==> src/rtl/tdm_mult_scheduler.sv <==
// Time-division scheduler sharing one pipelined multiplier among NUM_REQ requesters, with tagged responses and halt/drain.
// Optional macro MULT_SCHED_STRICT_TDM_EN selects a fixed slot schedule instead of work-conserving round robin.
module tdm_mult_scheduler #(
  parameter int unsigned DATA_WIDTH   = 8,
  parameter int unsigned NUM_REQ      = 2,
  parameter int unsigned MULT_LATENCY = 1,
  parameter int unsigned ID_W         = $clog2(NUM_REQ)
) (
  input  logic                          clk,
  input  logic                          rst_n,
  input  logic [NUM_REQ-1:0]            req_valid_i,
  output logic [NUM_REQ-1:0]            req_ready_o,
  input  logic [NUM_REQ*DATA_WIDTH-1:0] req_a_i,
  input  logic [NUM_REQ*DATA_WIDTH-1:0] req_b_i,
  input  logic                          halt_req_i,
  output logic                          halted_o,
  output logic [DATA_WIDTH-1:0]         mult_a_o,
  output logic [DATA_WIDTH-1:0]         mult_b_o,
  output logic                          mult_valid_o,
  input  logic [2*DATA_WIDTH-1:0]       mult_p_i,
  output logic                          rsp_valid_o,
  output logic [ID_W-1:0]               rsp_id_o,
  output logic [2*DATA_WIDTH-1:0]       rsp_data_o
);

  localparam int unsigned     PW       = 2 * DATA_WIDTH;
  localparam logic [ID_W-1:0] LAST_IDX = ID_W'(NUM_REQ - 1);

  typedef enum logic [1:0] {
    ST_RUN    = 2'd0,
    ST_DRAIN  = 2'd1,
    ST_HALTED = 2'd2
  } state_e;

  state_e                  state_q, state_d;
  logic                    grant_en;
  logic                    gnt_found;
  logic [ID_W-1:0]         gnt_idx;
  logic [DATA_WIDTH-1:0]   sel_a, sel_b;
  logic [DATA_WIDTH-1:0]   mult_a_q, mult_b_q;
  logic                    mult_valid_q;
  logic [ID_W-1:0]         iss_id_q;
  logic [MULT_LATENCY-1:0] pv_q;
  logic [ID_W-1:0]         pid_q [MULT_LATENCY];
  logic                    rsp_valid_q;
  logic [ID_W-1:0]         rsp_id_q;
  logic [PW-1:0]           rsp_data_q;
  logic                    halted_q;
  logic                    pipe_empty;

  assign pipe_empty = (pv_q == '0) && !mult_valid_q;

  // FSM next state; grants are only possible in RUN with no halt request.
  always_comb begin
    state_d  = state_q;
    grant_en = 1'b0;
    case (state_q)
      ST_RUN: begin
        grant_en = !halt_req_i;
        if (halt_req_i) state_d = ST_DRAIN;
      end
      ST_DRAIN:  if (pipe_empty) state_d = ST_HALTED;
      ST_HALTED: if (!halt_req_i) state_d = ST_RUN;
      default:   state_d = ST_RUN;
    endcase
  end

  always_ff @(posedge clk or negedge rst_n) begin
    if (!rst_n) state_q <= ST_RUN;
    else        state_q <= state_d;
  end

`ifdef MULT_SCHED_STRICT_TDM_EN
  logic [ID_W-1:0] slot_q, slot_d;

  // Free-running slot: only the slot owner may be granted; empty slots are wasted.
  always_comb begin
    slot_d    = (slot_q == LAST_IDX) ? '0 : slot_q + ID_W'(1);
    gnt_idx   = slot_q;
    gnt_found = grant_en && req_valid_i[slot_q];
  end

  always_ff @(posedge clk or negedge rst_n) begin
    if (!rst_n) slot_q <= '0;
    else        slot_q <= slot_d;
  end
`else
  logic [ID_W-1:0] ptr_q, ptr_d;
  logic [ID_W-1:0] cand;

  // Work-conserving round robin: first valid index at or after the pointer, wrapping at NUM_REQ.
  always_comb begin
    gnt_found = 1'b0;
    gnt_idx   = '0;
    cand      = '0;
    for (int unsigned off = 0; off < NUM_REQ; off++) begin
      cand = (32'(ptr_q) + off >= NUM_REQ) ? ID_W'(32'(ptr_q) + off - NUM_REQ)
                                           : ID_W'(32'(ptr_q) + off);
      if (grant_en && !gnt_found && req_valid_i[cand]) begin
        gnt_found = 1'b1;
        gnt_idx   = cand;
      end
    end
    ptr_d = ptr_q;
    if (gnt_found) ptr_d = (gnt_idx == LAST_IDX) ? '0 : gnt_idx + ID_W'(1);
  end

  always_ff @(posedge clk or negedge rst_n) begin
    if (!rst_n) ptr_q <= '0;
    else        ptr_q <= ptr_d;
  end
`endif

  // One-hot ready and operand mux; operands hold when nothing is granted.
  always_comb begin
    req_ready_o = '0;
    sel_a       = mult_a_q;
    sel_b       = mult_b_q;
    for (int unsigned i = 0; i < NUM_REQ; i++) begin
      if (gnt_found && gnt_idx == ID_W'(i)) begin
        req_ready_o[i] = 1'b1;
        sel_a          = req_a_i[i*DATA_WIDTH +: DATA_WIDTH];
        sel_b          = req_b_i[i*DATA_WIDTH +: DATA_WIDTH];
      end
    end
  end

  // Issue stage, tag pipeline tracking the multiplier latency, and response register.
  always_ff @(posedge clk or negedge rst_n) begin
    if (!rst_n) begin
      mult_a_q     <= '0;
      mult_b_q     <= '0;
      mult_valid_q <= 1'b0;
      iss_id_q     <= '0;
      pv_q         <= '0;
      for (int unsigned i = 0; i < MULT_LATENCY; i++) pid_q[i] <= '0;
      rsp_valid_q  <= 1'b0;
      rsp_id_q     <= '0;
      rsp_data_q   <= '0;
      halted_q     <= 1'b0;
    end else begin
      mult_valid_q <= gnt_found;
      mult_a_q     <= sel_a;
      mult_b_q     <= sel_b;
      if (gnt_found) iss_id_q <= gnt_idx;
      pv_q[0]  <= mult_valid_q;
      pid_q[0] <= iss_id_q;
      for (int unsigned i = 1; i < MULT_LATENCY; i++) begin
        pv_q[i]  <= pv_q[i-1];
        pid_q[i] <= pid_q[i-1];
      end
      rsp_valid_q <= pv_q[MULT_LATENCY-1];
      if (pv_q[MULT_LATENCY-1]) begin
        rsp_id_q   <= pid_q[MULT_LATENCY-1];
        rsp_data_q <= mult_p_i;
      end
      halted_q <= (state_d == ST_HALTED);
    end
  end

  assign mult_a_o     = mult_a_q;
  assign mult_b_o     = mult_b_q;
  assign mult_valid_o = mult_valid_q;
  assign rsp_valid_o  = rsp_valid_q;
  assign rsp_id_o     = rsp_id_q;
  assign rsp_data_o   = rsp_data_q;
  assign halted_o     = halted_q;

endmodule

==> config.mk <==
export PLATFORM = sky130hd
export DESIGN_NAME = tdm_mult_scheduler
export DESIGN_NICKNAME = d
export VERILOG_FILES = /design/src/rtl/tdm_mult_scheduler.sv
export SDC_FILE = /design/constraint.sdc
export NUM_CORES = 1
export LEC_CHECK = 0
export CAP_MARGIN = 20
export CELL_PAD_IN_SITES_DETAIL_PLACEMENT = 0
export CELL_PAD_IN_SITES_GLOBAL_PLACEMENT = 1
export CORE_UTILIZATION = 30
export DETAILED_ROUTE_END_ITERATION = 10
export GPL_TIMING_DRIVEN = 0
export PLACE_DENSITY = 0.78
export SLEW_MARGIN = 20
export SYNTH_ARGS = -nofsm -noshare
export SYNTH_HDL_FRONTEND = slang
export SYNTH_SLANG_ARGS = --single-unit
export TNS_END_PERCENT = 30
==> constraint.sdc <==
create_clock -name clk -period 4.45 [get_ports clk]
set_clock_uncertainty 0.1 [all_clocks]
set_input_delay 0.89 -clock clk [delete_from_list [all_inputs] [get_ports clk]]
set_output_delay 0.89 -clock clk [all_outputs]
set_load 0.05 [all_outputs]
* Yosys cells after proc, flatten, opt, wreduce, memory -nomap -nowiden *
Index checks and enable logic that the tools add are counted.

operators by class
  add/subtract/negate cells = 4
  $lt $le $gt $ge = 4
  eq/ne operators = 3
  muxes and demuxes = 22
  bitwise gates (word level) = 2
  reduce and logical (&&, ||, !) cells = 11

operator list
  kind                 number
  $mux 8               4
  $mux 1               14
  $logic_and 1x1->1    6
  $mux 2               3
  $pmux 2 s3           1
  $eq 2x2->1 const B   2
  $lt 1x2->1 const B   2
  $logic_not 1->1      3
  $add 1x1->2 const B  1
  $eq 2x1->1 const B   1
  $ge 1x2->1 const B   1
  $ge 2x2->1 const B   1
  $logic_not 2->1      1
  $not 1->1            2
  $reduce_bool 2->1    1
  $sub 1x1->1 const B  2
  $add 1x1->1 const B  1

word-level totals
  bits in registers = 42
  input bits = 53
  output and inout bits = 38
  logic and storage cells = 58

* Longest topological paths before layout *
Gate-level depths: netlist (run 1).

  depth after elaboration = 14
  mapped depth = 6
  depth with buffers taken out = 4

* Worst setup path before layout (run 1) *
No wires, ideal clock.

  path type = input -> output
  start point = input port req_valid_i[0]
  end point = output port req_ready_o[0]
  data arrival time = 2.106 ns
  data required time = 3.460 ns
  slack = 1.354 ns
  stages = 4
  path buffers = 1
  path through = or2_0 -> clkbuf_1 -> nand2_1 -> a21oi_1

on the way
  cells in the longest elaborated chain, start to end = 11
  elaborated cells on any way between the ends = 15
  those cells by class = mux (9); bitwise (1); reduce/logical (5)

ends and longest elaborated chain
  item                                        RTL line  source
  from (decl)                                 11        input logic [NUM_REQ-1:0] req_valid_i,
  $mux 1 (not written as such) (2 in series)  99        if (grant_en && !gnt_found && req_valid_i[cand]) begin
  $logic_and 1x1->1                           99
  $mux 1                                      99
  $logic_not 1->1                             99
  $logic_and 1x1->1 (2 in series)             99
  $mux 1                                      99
  $not 1->1                                   120       if (gnt_found && gnt_idx == ID_W'(i)) begin
  $logic_and 1x1->1 (*)                       120
  $mux 1 (*)                                  120
  to (decl)                                   12        output logic [NUM_REQ-1:0] req_ready_o,

Every way passes the cells marked *; elsewhere a longest branch is shown, timed or not. The select of a mux whose other input is x is not followed.

* Final worst setup path (run 1) *
Same ends and word-level chain as after synthesis.

==> results.py, run 1 <==
metrics = {
    "routing": {
        "drc": 0,
        "routed_wl_microns": 5098,
        "drt-met1-wl_microns": 2192,
        "drt_iter0_markers": 60,
        "vias_per_cell": 5.096,
        "ant_nets": 0,
        "first_pass_iters": 4,
        "vias": 1697,
        "wl_met3_microns": 366,
        "top_layer": "met4",
        "met2_length_microns": 2505,
        "drt-wirelength-per-cell_microns": 15.31,
    },
    "run": {
        "max-cap-violations": 0,
    },
    "grt": {
        "grt_overflow": 0,
        "grt_pass1_wl_microns": 7962,
        "antenna_found_initial": 0,
        "grt_pass1_vias": 1635,
        "grt_max_degree": 27,
        "track_usage_pct": 15.87,
    },
    "finish": {
        "final_util_pct": 49.71,
        "area_growth_pct": 57.09,
        "diodes": 0,
        "mostFrequentLayoutCells": "clkdlybuf4s50_1 (89), dfrtp_1 (42), mux2_2 (18)",
        "final_common_cell": "clkdlybuf4s50_1",
        "layout.cells.non_filler": 333,
        "drive_gt1_share_pct": 19.77,
        "nets": 311,
    },
    "timing": {
        "fmax_mhz": 251.6,
        "finalSetupTns_ns": 0,
        "finalCritPeriodShare_pct": 89.31,
        "finalHoldViolCount": 0,
        "tightestPinTransition_ns": 0.5194,
        "drv_slew": 0,
        "min_period_ns": 3.974,
        "slew_headroom_pct": 65.26,
        "finalSetupViolCount": 0,
        "rsz0062_at_grt": "false",
    },
    "power": {
        "p_leak_uw": 0.001166,
        "p_int_uw": 1158,
        "pwr-share-clk_pct": 10.3,
        "p_sw_share_pct": 48.58,
        "ir_drop_mv": 0.4236,
        "power.density_nw_per_um2": 751.6,
        "power.switching_uw": 1094,
        "power_frac_comb_pct": 60.2,
        "seqPwrFrac_pct": 29.4,
    },
    "floorplan": {
        "ioPinCount": 91,
        "fp.coreArea_sq_um": 6026,
        "core.rowCount": 28,
        "die_y_microns": 81.73,
        "fp.dieW_microns": 81.73,
        "start_util_pct": 31.64,
        "die_area_sq_um": 6679,
    },
    "synthesis": {
        "syn_avg_cell_area_sq_um": 11.92,
        "syn-cell-area_sq_um": 1907,
        "netlist_instances": 160,
        "ys_seq_area_share_pct": 55.12,
        "yosys.cell_types.count": 24,
        "yosysWarningCount": 0,
        "synth_seq_cells": 42,
        "syn_nets": 213,
    },
    "worst_setup_path": {
        "end_kind": "output port",
        "critPathMaxStageDelay_ns": 0.83,
        "crit_chain": "clkdlybuf4s50_1 > or2_0 > clkbuf_1 > nand2_1 > a21oi_1 > clkdlybuf4s50_1",
        "worst-path-buf-inv": 3,
        "critical_path.top_delay_family": "buffers and inverters",
        "crit_type": "input pin to output port",
        "crit_path_start_kind": "input pin",
        "cp_slowest_cell": "clkdlybuf4s50_1",
        "cpMostUsedCell": "clkdlybuf4s50_1",
        "critPathMaxFanout": 8,
        "ff2ff_setup_slack_ns": 2.70,
        "critPathArrivalTime_ns": 2.98,
        "crit_required_ns": 3.46,
    },
    "clock_tree": {
        "post_cts_buffers": 0,
        "cts_tree": "yes",
        "clkLatencyLatePin_ns": 0.29,
        "cts_max_level": 2,
        "cts_resized": 0,
        "cts_buffers": 5,
        "cts_max_path_buffers": 2,
        "cts.hold.buffers_added": 0,
        "clk_pin_slew_worst_paths_ns": 0.08,
        "root_buffer": "clkbuf_8",
        "clkSinkCount": 42,
    },
    "placed_design": {
        "gp_congestion": 0.7301,
        "io_buffer_count": 90,
        "dp.cells": 326,
        "hpwl_microns": 3623,
    },
    "status": {
        "outcome": "complete, no violations",
    },
    "min_path": {
        "hold_class": "flop to flop",
    },
}
-- logic make-up (layout without fill, tap and decap cells) --
family                 Yosys count  after routing  synth area share [%]
AOI/OAI and AO/OA               53             53                 19.95
DFF                             42             42                 55.12
and+or+nand+nor                 28             28                 8.991
buffers and inverters           19            117                 5.314
muxes                           18             18                 10.63
-- registers in the layout, indices dropped and copies added (netlist names) --
name / flops
pv_q: 1
mult_a_o: 8
mult_valid_o: 1
iss_id_q: 1
halted_o: 1
pid_q: 1
rsp_id_o: 1
ptr_q: 1
state_q: 2
rsp_valid_o: 1
rsp_data_o: 16
mult_b_o: 8
-- layout make-up --
type	instances	area [sq um]
fillers	544	3030
flip-flops and latches	42	1051
repair buffers	91	915.9
multi-input cells	99	754.5
plain buffers	17	93.84
well taps	75	93.84
clock buffers	5	68.82
clock inverters	2	10.01
inverters	2	7.507
-- power groups by stage --
stage,Clock (uW),Sequential (uW),Combinational (uW)
2_1_floorplan,0,1220,340
3_3_place_gp,0,667,1350
3_5_place_dp,0,671,1360
4_1_cts,240,664,1370
5_1_grt,258,687,1430
6_report,232,663,1360
-- cells in the mapped netlist --
cell | instances | area [sq um]
nor2_1 | 2 | 7.510
a21o_1 | 1 | 7.510
o31ai_2 | 10 | 125.1
buf_8 | 1 | 15.01
buf_2 | 9 | 45.04
a31oi_1 | 16 | 100.1
nand2b_1 | 1 | 6.260
a211oi_1 | 1 | 7.510
o21ai_0 | 2 | 10.01
mux2_2 | 18 | 202.7
nand4_1 | 16 | 100.1
buf_6 | 1 | 11.26
inv_2 | 1 | 3.750
or3_1 | 1 | 6.260
dfrtp_1 | 42 | 1051
clkbuf_1 | 6 | 22.52
or2_0 | 1 | 6.260
inv_1 | 1 | 3.750
o31ai_1 | 6 | 45.04
a21oi_1 | 17 | 85.08
nand3b_1 | 1 | 7.510
nor2b_1 | 1 | 6.260
nor3_2 | 2 | 20.02
nand2_1 | 3 | 11.26
-- through the flow --
stage / instance area (sq um) / hold WS (ns) / worst slack (ns) / power [uW]
floorplan: 1907 / 0.2519 / 1.354 / 1559
global placement: 2902 / 0.2527 / 0.4716 / 2021
detailed placement: 2917 / 0.2589 / 0.4801 / 2034
CTS: 2995 / 0.2767 / 0.4615 / 2270
global route: 2995 / 0.2972 / 0.3425 / 2377
finish: 2995 / 0.2771 / 0.4756 / 2251
-- final timing paths --
check                                      from                         to  cells after the start
min in group asynchronous                 rst_n          ptr_q$_DFFE_PN0P_                      1
hold / removal                   pv_q$_DFF_PN0_      rsp_valid_o$_DFF_PN0_                      0
hold reg to reg                  pv_q$_DFF_PN0_      rsp_valid_o$_DFF_PN0_                      0
setup reg to reg           state_q[0]$_DFF_PN0_    mult_a_o[7]$_DFFE_PN0P_                      5
setup / recovery                 req_valid_i[0]             req_ready_o[0]                      6
max in group asynchronous                 rst_n  rsp_data_o[2]$_DFFE_PN0P_                      2
-- worst reg2reg max path, delay by kind of cell (launching register included) --
| family | cells | cell delay [ns] |
|---|---|---|
| buffers and inverters | 2 | 0.45 |
| flip-flops | 1 | 0.44 |
| AND/OR/NAND/NOR | 2 | 0.52 |
| AO/OA/AOI/OAI | 1 | 0.13 |
-- metal layers --
metal | track usage, % | up-vias
met2 | 26.28 | 67
met5 | 0 | -
met4 | 4.386 | 0
met3 | 4.556 | 4
met1 | 20.07 | 817
li1 | - | 809
Note: power is estimated with default switching activity, not from simulation.
==> inputs of run 2 (changes only) <==
--- a/config.mk
+++ b/config.mk
@@ -9,9 +9,12 @@
 export CELL_PAD_IN_SITES_DETAIL_PLACEMENT = 0
 export CELL_PAD_IN_SITES_GLOBAL_PLACEMENT = 1
 export CORE_UTILIZATION = 30
+export CTS_BUF_LIST = sky130_fd_sc_hd__clkbuf_8 sky130_fd_sc_hd__clkbuf_16
 export DETAILED_ROUTE_END_ITERATION = 10
+export GPL_ROUTABILITY_DRIVEN = 0
 export GPL_TIMING_DRIVEN = 0
 export PLACE_DENSITY = 0.78
+export SKIP_CTS_REPAIR_TIMING = 1
 export SLEW_MARGIN = 20
 export SYNTH_ARGS = -nofsm -noshare
 export SYNTH_HDL_FRONTEND = slang
==> results of run 2 <==
Same layout as run 1: the final DEF is identical, and so are final timing and power.
==> inputs of run 3 (changes only) <==
--- a/config.mk
+++ b/config.mk
@@ -14,6 +14,7 @@
 export GPL_ROUTABILITY_DRIVEN = 0
 export GPL_TIMING_DRIVEN = 0
 export PLACE_DENSITY = 0.78
+export REMOVE_ABC_BUFFERS = 1
 export SKIP_CTS_REPAIR_TIMING = 1
 export SLEW_MARGIN = 20
 export SYNTH_ARGS = -nofsm -noshare
==> run 3 against run 2 <==
Effect of this change:
- count of clock-buffer cells in the layout increased by 1
- worst hold slack gained 0.016 ns
- sequential share of layout area is 0.19 points higher
- core utilization fell by 0.27 points
- die area unchanged
- via count decreased by 3.5%
- critical path depth shrank 2
- combinational power is essentially flat
- sequential power increased by 2%
- non-clock buffer count decreased by 12
- cell area fell by 0.54%
- largest power group unchanged
- highest routed layer unchanged
==> results.py, run 3 (same netlist as run 1, synthesis figures left out) <==
metrics = {
    "status": {
        "outcome": "complete, no violations",
    },
    "worst_setup_path": {
        "reg2reg_depth": 5,
        "end_kind": "output port",
        "ff2ff_setup_slack_ns": 2.29,
        "critPathArrivalTime_ns": 3.29,
        "critPathMaxFanout": 17,
        "crit_type": "input pin to output port",
        "cp-startpoint": "halt_req_i",
        "r2r_start": "state_q[0]$_DFF_PN0_",
        "timing.rr.end": "ptr_q$_DFFE_PN0P_",
        "endpoint": "req_ready_o[1]",
        "crit_required_ns": 3.46,
        "crit_path_start_kind": "input pin",
    },
    "timing": {
        "finalCritPeriodShare_pct": 96.14,
        "min_period_ns": 4.278,
        "tightestPinTransition_ns": 0.7950,
        "finalSetupViolCount": 0,
        "rsz0062_at_grt": "false",
        "finalHoldViolCount": 0,
        "slew_headroom_pct": 47.00,
        "fmax_mhz": 233.7,
        "drv_slew": 0,
    },
    "min_path": {
        "hold_class": "flop to flop",
        "min_path_cells": 0,
    },
    "finish": {
        "largest_reg_flops": 16,
        "drive_gt1_share_pct": 20.24,
        "fillers": 568,
        "multi_input_area_sq_um": 764.5,
        "design_area_sq_um": 2979,
        "mostFrequentLayoutCells": "clkdlybuf4s50_1 (88), dfrtp_1 (42), mux2_2 (18)",
        "diodes": 0,
        "area_growth_pct": 56.23,
        "nets": 299,
        "final_common_cell": "clkdlybuf4s50_1",
        "regArea_sq_um": 1051,
    },
    "clock_tree": {
        "clkLatencyLatePin_ns": 0.29,
        "clkSinkCount": 42,
        "cts_max_path_buffers": 2,
        "cts_buffers": 5,
        "clk_pin_slew_worst_paths_ns": 0.08,
        "root_buffer": "clkbuf_8",
        "cts_tree": "yes",
        "cts_max_level": 2,
    },
    "routing": {
        "drt_iter0_markers": 65,
        "vias": 1638,
        "routed_wl_microns": 5232,
        "drt-wirelength-per-cell_microns": 16.25,
        "drc": 0,
        "ant_nets": 0,
        "drt-met1-wl_microns": 2332,
        "first_pass_iters": 4,
        "met2_length_microns": 2463,
        "top_layer": "met4",
        "wl_met3_microns": 406,
        "vias_per_cell": 5.087,
    },
    "placed_design": {
        "hpwl_microns": 3539,
        "io_buffer_count": 90,
        "dpl_cell_area_sq_um": 2869,
    },
    "run": {
        "max-cap-violations": 0,
    },
    "floorplan": {
        "fp.coreArea_sq_um": 6026,
        "start_util_pct": 31.64,
        "core.rowCount": 28,
        "die_y_microns": 81.73,
        "ioPinCount": 91,
        "die_area_sq_um": 6679,
        "fp.dieW_microns": 81.73,
    },
    "grt": {
        "antenna_found_initial": 0,
        "grt_pass1_wl_microns": 8300,
        "grt_overflow": 0,
        "grt_max_degree": 33,
        "grt_pass1_vias": 1675,
        "track_usage_pct": 16.78,
    },
    "power": {
        "totalPowerFinal_uw": 2267,
        "ir_drop_mv": 0.4365,
        "power.density_nw_per_um2": 760.9,
        "p_leak_uw": 0.001136,
    },
}
## run 3: changes by cell type in the layout (fill, tap and decap cells not counted), sizes merged
cell,previous run,this run
clkbuf,11,7
clkdlybuf4s50,89,88
clkinvlp,0,2
inv,2,1
buf,13,7
clkinv,2,1
## run 3: stage by stage
step / cells / worst slack, ns / TNS, ns / hold WS, ns / utilization [%]
6_report: 322 / 0.1718 / 0 / 0.2930 / 49.44
4_1_cts: 320 / -0.6293 / -0.8634 / 0.2963 / 49.19
3_3_place_gp: 308 / -0.8632 / -1.069 / 0.2647 / 46.59
3_5_place_dp: 312 / -0.6230 / -0.8648 / 0.2654 / 47.61
5_1_grt: 322 / 0.06948 / 0 / 0.3001 / 49.44
2_1_floorplan: 143 / 0.4965 / 0 / 0.2543 / -
## run 3: cell type report
type / count / share of cell area (%)
Timing Repair Buffer: 96 / 32.34
Clock inverter: 2 / 0.4200
Sequential cell: 42 / 35.28
Tap cell: 75 / 3.150
Clock buffer: 6 / 2.772
Inverter: 2 / 0.3780
Multi-Input combinational cell: 99 / 25.66
## run 3: worst min path at each step
stage | slack [ns] | endpoint | startpoint
finish | 0.29 | pid_q$_DFF_PN0_ | iss_id_q$_DFFE_PN0P_
global route | 0.30 | pid_q$_DFF_PN0_ | iss_id_q$_DFFE_PN0P_
CTS | 0.30 | pid_q$_DFF_PN0_ | iss_id_q$_DFFE_PN0P_
detailed placement | 0.27 | pid_q$_DFF_PN0_ | iss_id_q$_DFFE_PN0P_
global placement | 0.26 | pid_q$_DFF_PN0_ | iss_id_q$_DFFE_PN0P_
floorplan | 0.25 | pid_q$_DFF_PN0_ | iss_id_q$_DFFE_PN0P_
## run 3: per-layer routing
| layer | up-vias | GRT usage [%] |
|---|---|---|
| met1 | 789 | 21.11 |
| li1 | 775 | - |
| met3 | 4 | 4.444 |
| met5 | - | 0 |
| met4 | 0 | 4.386 |
| met2 | 70 | 28.35 |
## run 3: report_power, final
group | switching (uW) | leakage (uW) | internal, uW | total, uW
clock network | 132 | 0.0000472 | 125 | 256
logic | 852 | 0.000598 | 480 | 1330
registers | 115 | 0.000491 | 563 | 678
total | 1100 | 0.00114 | 1170 | 2270
## run 3: worst max-delay path, stage by stage
cell	delay, ns
clkdlybuf4s50_1	0.51
or3_2	0.77
nor3_2	0.26
clkdlybuf4s50_1	0.85
